File: config.mk
export PLATFORM = sky130hd
export DESIGN_NAME = axis_rng_range_flat
export DESIGN_NICKNAME = d
export VERILOG_FILES = /design/src/rtl/axis_rng_range_if.sv /design/src/rtl/axis_rng_range.sv /design/src/flat_wrapper.sv
export SDC_FILE = /design/constraint.sdc
export NUM_CORES = 1
export LEC_CHECK = 0
export ABC_CLOCK_PERIOD_IN_PS = 8800
export CAP_MARGIN = 20
export CORE_AREA = 4 4 145 147
export CTS_CLUSTER_DIAMETER = 150
export CTS_CLUSTER_SIZE = 28
export DETAILED_ROUTE_END_ITERATION = 12
export DIE_AREA = 0 0 149 151
export GPL_ROUTABILITY_DRIVEN = 0
export PLACE_DENSITY = 0.65
export SLEW_MARGIN = 0
export SYNTH_ARGS = -nofsm -noshare
export SYNTH_HDL_FRONTEND = slang
export SYNTH_SLANG_ARGS = --single-unit
File: constraint.sdc
create_clock -name clk -period 8.8 [get_ports clk]
set_clock_uncertainty 0.05 [all_clocks]
set_input_delay 2.64 -clock clk [delete_from_list [all_inputs] [get_ports clk]]
set_output_delay 2.64 -clock clk [all_outputs]
set_load 0.005 [all_outputs]
File: src/rtl/axis_rng_range_if.sv
// AXI-Stream word channel (32-bit data, valid/ready) used on both sides of the
// range reducer.
interface axis_rng_range_if;
    logic [31:0] tdata;
    logic        tvalid;
    logic        tready;

    modport master (output tdata, output tvalid, input tready);
    modport slave  (input tdata, input tvalid, output tready);
endinterface

File: src/rtl/axis_rng_range.sv
// Unbiased bounded-range reducer: masks each raw word to the smallest 2^k-1
// covering range_max and drops candidates above the bound.
module axis_rng_range (
    input  logic                     clk,
    input  logic                     rst,
    axis_rng_range_if.slave          input_axis,
    axis_rng_range_if.master         output_axis,
    input  logic [31:0]              range_max,
    input  logic                     range_load,
    input  logic                     reject_clear,
    output logic                     busy,
    output logic [31:0]              reject_count
);

    localparam int DATA_W = 32;

    typedef enum logic [0:0] {
        RUN  = 1'b0,
        CALC = 1'b1
    } state_t;

    state_t              state, state_next;
    logic [DATA_W-1:0]   max_reg, max_next;
    logic [DATA_W-1:0]   mask_reg, mask_next;
    logic [DATA_W-1:0]   cand_p0;
    logic                accept_p0;
    logic                reject_p0;
    logic                in_ready;
    logic [DATA_W-1:0]   out_data_p1, out_data_next;
    logic                vld_p1, vld_next;
    logic [DATA_W-1:0]   reject_count_q, reject_count_next;

    function automatic logic [DATA_W-1:0] sat_inc(input logic [DATA_W-1:0] v);
        return (v == {DATA_W{1'b1}}) ? v : v + {{(DATA_W-1){1'b0}}, 1'b1};
    endfunction

    function automatic logic [DATA_W-1:0] mask_grow(input logic [DATA_W-1:0] v);
        return {v[DATA_W-2:0], 1'b1};
    endfunction

    always_comb begin
        state_next    = state;
        max_next      = max_reg;
        mask_next     = mask_reg;
        out_data_next = out_data_p1;
        vld_next      = vld_p1 & ~output_axis.tready;
        in_ready      = 1'b0;
        accept_p0     = 1'b0;
        reject_p0     = 1'b0;
        cand_p0       = input_axis.tdata & mask_reg;

        case (state)
            RUN: begin
                in_ready  = ~vld_p1 | output_axis.tready;
                accept_p0 = in_ready & input_axis.tvalid;
                // A word accepted alongside range_load still uses the old bound.
                if (accept_p0) begin
                    if (cand_p0 <= max_reg) begin
                        out_data_next = cand_p0;
                        vld_next      = 1'b1;
                    end else begin
                        reject_p0 = 1'b1;
                    end
                end
                if (range_load) begin
                    max_next   = range_max;
                    mask_next  = '0;
                    state_next = CALC;
                end
            end
            CALC: begin
                if (range_load) begin
                    max_next  = range_max;
                    mask_next = '0;
                end else if (mask_reg >= max_reg) begin
                    state_next = RUN;
                end else begin
                    mask_next = mask_grow(mask_reg);
                end
            end
            default: state_next = RUN;
        endcase

        if (reject_clear)
            reject_count_next = '0;
        else if (reject_p0)
            reject_count_next = sat_inc(reject_count_q);
        else
            reject_count_next = reject_count_q;
    end

    // p1: registered output stage, bound/mask and FSM state
    always_ff @(posedge clk) begin
        if (rst) begin
            state          <= RUN;
            max_reg        <= '1;
            mask_reg       <= '1;
            out_data_p1    <= '0;
            vld_p1         <= 1'b0;
            reject_count_q <= '0;
        end else begin
            state          <= state_next;
            max_reg        <= max_next;
            mask_reg       <= mask_next;
            out_data_p1    <= out_data_next;
            vld_p1         <= vld_next;
            reject_count_q <= reject_count_next;
        end
    end

    assign input_axis.tready  = in_ready;
    assign output_axis.tdata  = out_data_p1;
    assign output_axis.tvalid = vld_p1;
    assign busy               = (state == CALC);
    assign reject_count       = reject_count_q;

endmodule

File: src/flat_wrapper.sv
// flat-port wrapper written by rule: the top's interface ports become plain ports
module axis_rng_range_flat 
  (clk, rst, range_max, range_load, reject_clear, busy, reject_count, input_axis_tdata, input_axis_tvalid, input_axis_tready, output_axis_tdata, output_axis_tvalid, output_axis_tready);
  axis_rng_range_if input_axis_i ();
  axis_rng_range_if output_axis_i ();
  input  logic clk;
  input  logic rst;
  input  logic [31:0] range_max;
  input  logic range_load;
  input  logic reject_clear;
  output logic busy;
  output logic [31:0] reject_count;
  input wire logic [$bits(input_axis_i.tdata)-1:0] input_axis_tdata;
  input wire logic [$bits(input_axis_i.tvalid)-1:0] input_axis_tvalid;
  output wire logic [$bits(input_axis_i.tready)-1:0] input_axis_tready;
  output wire logic [$bits(output_axis_i.tdata)-1:0] output_axis_tdata;
  output wire logic [$bits(output_axis_i.tvalid)-1:0] output_axis_tvalid;
  input wire logic [$bits(output_axis_i.tready)-1:0] output_axis_tready;
  assign input_axis_i.tdata = input_axis_tdata;
  assign input_axis_i.tvalid = input_axis_tvalid;
  assign input_axis_tready = input_axis_i.tready;
  assign output_axis_tdata = output_axis_i.tdata;
  assign output_axis_tvalid = output_axis_i.tvalid;
  assign output_axis_i.tready = output_axis_tready;
  axis_rng_range u_core (.clk(clk), .rst(rst), .input_axis(input_axis_i), .output_axis(output_axis_i), .range_max(range_max), .range_load(range_load), .reject_clear(reject_clear), .busy(busy), .reject_count(reject_count));
endmodule
==> key figures, run 1 <==
Yosys
  • Cell count after synthesis: ~750
  • Yosys warning count: 0
  • Synth unique cells: between 50 and 60
  • Syn_nets: around 880
  • Asr flop ratio synth: 0
  • Seq/Total Area, Yosys: 0.3836
  • Post-synth EDFFs: 0
  • Register bit total from synthesis: 130
  • Most frequent cells after synthesis: dfxtp_1 (130), mux2i_1 (67), nand2_1 (66)
  • Top-area cell type share of the netlist area: 0.3836
  • Syn Area/Cell: just over 9 sq um
  • Ys flop type: dfxtp_1
  • Synth area leader: dfxtp_1
  • Synth Cell Area: about 0.0068 sq mm
  • Most common cell in the netlist: dfxtp_1
  • Synth area leaders: dfxtp_1 (38%), ha_1 (12%), mux2i_1 (9.9%), o211ai_1 (4.4%), nand2_1 (3.7%)

Timing
  • F_max: around 0.15 GHz
  • Min Tclk post-route: 6.519 ns
  • Hold Vio Cnt, Final: 0
  • RSZ-0062 raised after global routing: false
  • Slew @ Worst Pin: 1.051 ns
  • Max-slew headroom: 0.2993
  • Tcrit/Tclk final: 0.7408
  • Final setup TNS: 0 ns
  • Final setup violation count: 0
  • Pins over their slew limit: 0

Clock network
  • CTS root buf: clkbuf_16
  • Post-CTS Hold Buffers: 0
  • Post-CTS Setup Inserts: 0
  • Num CTS Buffers: 17
  • H-tree level count: 4
  • Clk slew on worst S/H paths: 0.05 ns
  • CTS tree: built
  • Clock latency on the worst-skew pair: ~0.42 ns
  • Clk buf depth: 2
  • Clk sinks: 130
  • CTS resizes: 0

Pwr
  • Leakage power: between 3 and 4 nW
  • Power per cell area: ~190 mW/mm^2
  • Sequential share of power: 0.391
  • Net Sw Frac: 0.2640
  • Gate power share: 0.172
  • NetSw: ~0.44 mW
  • Clock network fraction of total power: 0.438
  • Max VDD drop: 0.0001414 V
  • Internal Power: 1.226 mW

Die
  • Core Box Area: ~0.02 sq mm
  • Die Width: between 100 and 150 um
  • Die height: roughly 150 um
  • Ports: 137
  • Starting density of the core: 0.3407
  • # rows: 52
  • Die ar.: around 0.022 sq mm

Critical path
  • Arrival time worst endpoint: around 3.8 ns
  • Crit Reg-Reg Startpoint: u_core.mask_reg[0]$_SDFFE_PP1P_
  • R2r endpoint: u_core.mask_reg[2]$_SDFFE_PP1P_
  • End point of the critical path: input_axis_tready
  • CP Cell Sequence: clkdlybuf4s50_1, nand2b_1, and2b_1, clkdlybuf4s50_1
  • Crit path capture type: output pin
  • CP max FO: 2
  • R2R setup slack: 5.20 ns
  • Buffers plus inverters on the worst setup path: 2
  • Crit path largest cell delay: around 0.5 ns
  • Worst setup SP type: input port
  • Top cell by count, worst path: clkdlybuf4s50_1
  • CP top delay family: buffers and inverters
  • CP required: 6.11 ns
  • Worst path depth: 4
  • Critical path's slowest cell: clkdlybuf4s50_1
  • CP Class: input port to output pin
  • Reg2reg path depth: 11
  • Worst setup path startpoint: output_axis_tready

Layout
  • Multi-input logic area: 0.003865 sq mm
  • Register area: 0.002603 sq mm
  • Inserted Diodes: 0
  • Fin cells: roughly 1,200
  • Number of fill cells: 1,979
  • Layout cells sized above 1: 0.05789
  • Final nets: about 1,000
  • P&R area growth vs syn: 31.46%

Global routing
  • Largest net degree at the start of global routing: between 90 and 100
  • Initial antenna violation count: 0
  • First-pass GRT wire length: around 29,000 um
  • Gr ovfl total: 0
  • Vias in the first global route: around 5,700
  • Tot GR Track Use: 0.1601

Run
  • Max Cap Viol: 0

Drt
  • DRC: 0
  • Final ANT Viol Nets: 0
  • Routed WL: between 15,000 and 20,000 um
  • Via/cell ratio: 4.940
  • Post-DR wirelength/cell: 15.19 um
  • DR pass1 iterations: 6
  • Initial DRC count: around 270
  • Vias: between 5,000 and 6,000

Run status
  • Outcome: finished, final reports clean

Worst hold path
  • Hold Path Class: register to register

Place
  • # port buffers: approximately 140
  • Hpwl dp: about 13,000 um
  • Dpl cells: 1,119
[kinds of logic (layout without fill, tap and decap cells)]
logic type	count (synthesis)	count (layout)	share of synthesized area
simple gates	242	242	0.1866
flops	130	130	0.3836
fa+ha+maj	65	65	0.1199
buf+inv	73	208	0.04777
mux	67	67	0.09886
xor+xnor	14	14	0.01807
compound gates	155	155	0.1452
[metrics by stage]
stage	util	worst slack, ns	power (mW)	area, sq um	hold WS (ns)
4_1_cts	0.4480	2.268	1.680	8919	0.4456
3_3_place_gp	0.4180	2.288	0.9457	8322	0.4221
6_report	0.4480	2.281	1.666	8919	0.4405
3_5_place_dp	0.4180	2.279	0.9501	8322	0.4329
5_1_grt	0.4480	2.217	1.750	8919	0.4714
2_1_floorplan	-	3.176	0.8499	6784	0.4182
[power by group through the flow]
stage / Clock [mW] / Sequential, mW / Combinational, mW
floorplan: 0 / 0.657 / 0.193
global placement: 0 / 0.664 / 0.282
detailed placement: 0 / 0.664 / 0.287
CTS: 0.740 / 0.651 / 0.289
global route: 0.771 / 0.657 / 0.322
finish: 0.729 / 0.651 / 0.286
[placed cells by master, fill, tap and decap left out, drive strengths merged, types with 7 or more instances in the layout]
master and instances:
a21oi 36, or4 9, inv 36, mux2i 67
nand3 12, ha 65, o21ai 50, nor2 55
clkbuf 23, and2 37, and3 7, a21o 8
nor3 8, o211ai 41, clkdlybuf4s50 134, nand2 66
xor2 9, or3 9, nand4 17, o31ai 8
dfxtp 130
[worst min path at each step]
stage / start / end / slack (ns) / depth (start not counted)
final: u_core.output_axis.tdata[0]$_SDFFE_PP0P_ / u_core.output_axis.tdata[0]$_SDFFE_PP0P_ / 0.44 / 1
after global routing: u_core.output_axis.tdata[0]$_SDFFE_PP0P_ / u_core.output_axis.tdata[0]$_SDFFE_PP0P_ / 0.47 / 1
after CTS: u_core.output_axis.tdata[0]$_SDFFE_PP0P_ / u_core.output_axis.tdata[0]$_SDFFE_PP0P_ / 0.45 / 1
after detailed placement: u_core.output_axis.tdata[20]$_SDFFE_PP0P_ / u_core.output_axis.tdata[20]$_SDFFE_PP0P_ / 0.43 / 2
after global placement: u_core.output_axis.tdata[0]$_SDFFE_PP0P_ / u_core.output_axis.tdata[0]$_SDFFE_PP0P_ / 0.42 / 1
after floorplan: u_core.reject_count[20]$_SDFFE_PP0P_ / u_core.reject_count[20]$_SDFFE_PP0P_ / 0.42 / 2
[final cells by class]
class	count	area share
clock inverters	10	0.01487
repair buffers	140	0.1549
well taps	270	0.03788
flip-flops and latches	130	0.2918
multi-input cells	543	0.4334
inverters	36	0.01515
clock buffers	22	0.05205
[per-layer routing]
metal | routed length (um) | vias up | GRT usage | share of wire
met5 | 0 | - | 0 | 0
met4 | 233 | 0 | 0.05080 | 0.013
met3 | 781 | 16 | 0.03561 | 0.045
met2 | 8010 | 117 | 0.2582 | 0.46
met1 | 8465 | 2631 | 0.2140 | 0.48
li1 | - | 2922 | - | -
Power figures use the tool's default switching activity.
==> run 2, diff against run 1 <==
ABC_CLOCK_PERIOD_IN_PS = 5700   (was 8800)
PLACE_DENSITY = 0.67   (was 0.65)
clock period = 5.7 ns   (was 8.8 ns; I/O delays follow)
==> run 2 against run 1 <==
Compared with the run above:
- sequential power up 55%
- combinational power up 55%
- critical path depth did not move
- sequential share of layout area down 0.11 points
- via count rose by 1.4%
- final cell count up 0.35%
- critical endpoint unchanged
- largest power group unchanged
==> key figures, run 2 (synthesis results as in run 1) <==
Run status
  • Outcome: finished, final reports clean

Timing
  • Min Tclk post-route: about 4.7 ns
  • Final setup TNS: 0 ns (unchanged)
  • Pins over their slew limit: 0 (unchanged)
  • RSZ-0062 raised after global routing: false
  • Slew @ Worst Pin: 0.8735 ns (-0.1775 ns)
  • F_max: 0.2147 GHz
  • Max-slew headroom: 0.4154 (+0.1161)
  • Hold Vio Cnt, Final: 0 (unchanged)
  • Tcrit/Tclk final: 0.8170
  • Final setup violation count: 0 (unchanged)
  • WHS: 0.4382 ns (-0.002341 ns)

Clock network
  • H-tree level count: 4 (unchanged)
  • CTS tree: built
  • Post-CTS Hold Buffers: 0 (unchanged)
  • Clk buf depth: 2 (unchanged)
  • Clk slew on worst S/H paths: 0.05 ns (about the same)
  • CTS root buf: clkbuf_16
  • Clk sinks: 130 (unchanged)
  • CTS resizes: 0 (unchanged)
  • Num CTS Buffers: 17 (unchanged)
  • Clock latency on the worst-skew pair: 0.41 ns (about the same)
  • Post-CTS Setup Inserts: 0 (unchanged)

Die
  • Starting density of the core: 0.3407 (unchanged)
  • Die Width: 149 um (unchanged)
  • Die height: 151 um (unchanged)
  • # rows: 52 (unchanged)
  • Ports: 137 (unchanged)
  • Die ar.: 0.02250 sq mm (unchanged)
  • Core Box Area: 0.01991 sq mm (unchanged)

Drt
  • Routed WL: 17,980 um (+2.8%)
  • Vias: 5,768 (+1.4%)
  • Final ANT Viol Nets: 0 (unchanged)
  • Met1 WL: 8444 um (-0.25%)
  • Post-DR wirelength/cell: 15.57 um (+2.5%)
  • WL met2: 8418 um (+5.1%)
  • Initial DRC count: 262 (-4.4%)
  • Via/cell ratio: 4.994 (+1.1%)
  • Met3 wire length: 928 um (+19%)
  • DRC: 0 (unchanged)
  • DR pass1 iterations: 4 (-2)
  • Max layer used: met4

Critical path
  • Arrival time worst endpoint: 2.90 ns (-0.93 ns)
  • CP Cell Sequence: clkdlybuf4s50_1, nand2b_1, and2b_1, clkdlybuf4s50_1
  • Worst setup SP type: input port
  • Critical path's slowest cell: clkdlybuf4s50_1
  • CP max FO: 2 (unchanged)
  • CP required: 3.94 ns (-2.17 ns)
  • R2R setup slack: 2.08 ns (-3.12 ns)
  • Crit path largest cell delay: 0.49 ns (about the same)
  • CP Class: input port to output pin
  • Crit path capture type: output pin
  • Top cell by count, worst path: clkdlybuf4s50_1
  • R2r endpoint: u_core.mask_reg[16]$_SDFFE_PP1P_
  • Reg2reg path depth: 11 (unchanged)
  • Crit Reg-Reg Startpoint: u_core.mask_reg[0]$_SDFFE_PP1P_

Layout
  • Final nets: 1,007 (+0.40%)
  • Commonest non-fill, non-tap cell in the layout: clkdlybuf4s50_1
  • Fin area: 0.008952 sq mm (+0.38%)
  • Final Core Density: 0.4497 (+0.001697)
  • Layout cells sized above 1: 0.06441 (+0.006518)
  • P&R area growth vs syn: 31.96%
  • Inserted Diodes: 0 (unchanged)
  • Commonest non-fill, non-tap cells in the layout: clkdlybuf4s50_1 (134), dfxtp_1 (130), mux2i_1 (67), nand2_1 (66), ha_1 (65)

Worst hold path
  • Hold Path Class: register to register
  • Hold Path Depth: 1 (unchanged)
  • Worst Hold Endpoint: u_core.output_axis.tdata[0]$_SDFFE_PP0P_
  • Hold_sp: u_core.output_axis.tdata[0]$_SDFFE_PP0P_

Global routing
  • Tot GR Track Use: 0.1623 (+0.002175)
  • Initial antenna violation count: 0 (unchanged)
  • First-pass GRT wire length: 29,320 um (+1.4%)
  • Vias in the first global route: 5,664 (-0.25%)
  • Largest net degree at the start of global routing: 42 (-57%)
  • Gr ovfl total: 0 (unchanged)

Run
  • Max Cap Viol: 0 (unchanged)

Place
  • # port buffers: 136 (unchanged)
  • Placed cell area: 0.008352 sq mm (+0.36%)
  • Hpwl dp: 13,150 um (+4.9%)

Pwr
  • Max VDD drop: 0.0001835 V (+30%)
  • Leakage power: 3.854 nW (+0.60%)
  • Power per cell area: 285.5 mW/mm^2 (+53%)
## run 2: cell count changes in the layout (fill, tap and decap cells not counted), sizes merged
| cell | delta |
|---|---|
| bufinv | -1 |
| buf | +5 |
## run 2: layer usage
layer,global-route usage,up-vias
met2,0.2578,140
met3,0.03740,14
met5,0,-
met4,0.04943,0
met1,0.2202,2658
li1,-,2956
## run 2: worst max-delay path by stage
| stage | slack (ns) | start | to | cells past startpoint |
|---|---|---|---|---|
| floorplan | 1.80 | input_axis_tdata[1] | u_core.reject_count[25]$_SDFFE_PP0P_ | 11 |
| global placement | 0.68 | input_axis_tdata[31] | u_core.reject_count[31]$_SDFFE_PP0P_ | 12 |
| detailed placement | 0.64 | input_axis_tdata[31] | u_core.reject_count[27]$_SDFFE_PP0P_ | 12 |
| CTS | 1.03 | output_axis_tready | input_axis_tready | 4 |
| global route | 0.91 | input_axis_tdata[30] | u_core.reject_count[31]$_SDFFE_PP0P_ | 12 |
| finish | 1.04 | output_axis_tready | input_axis_tready | 4 |
## run 2: power breakdown
| group | internal [mW] | leakage [nW] | switching [mW] |
|---|---|---|---|
| Clock | 0.699 | 0.291 | 0.408 |
| Combinational | 0.221 | 2.49 | 0.222 |
| Sequential | 0.966 | 1.07 | 0.0401 |
| Total | 1.89 | 3.85 | 0.670 |
## run 2: worst max-delay path, delay by kind of cell
kind                   cells  cell delay, ns
buffers and inverters      2            0.94
AND/OR/NAND/NOR            2            0.25
## run 2: final cells by class
class,count,area (sq um)
Fill cell,2000,10960
Multi-Input combinational cell,543,3865
Sequential cell,130,2603
Timing Repair Buffer,144,1411
Clock buffer,23,498.0
Tap cell,270,337.8
Inverter,36,135.1
Clock inverter,9,102.6
## run 2: metrics by stage
stage	total power, mW	worst slack, ns	std cells
floorplan	1.312	1.800	746
global placement	1.464	0.6821	1123
detailed placement	1.471	0.6369	1123
CTS	2.586	1.034	1155
global route	2.684	0.9054	1155
finish	2.556	1.043	1155
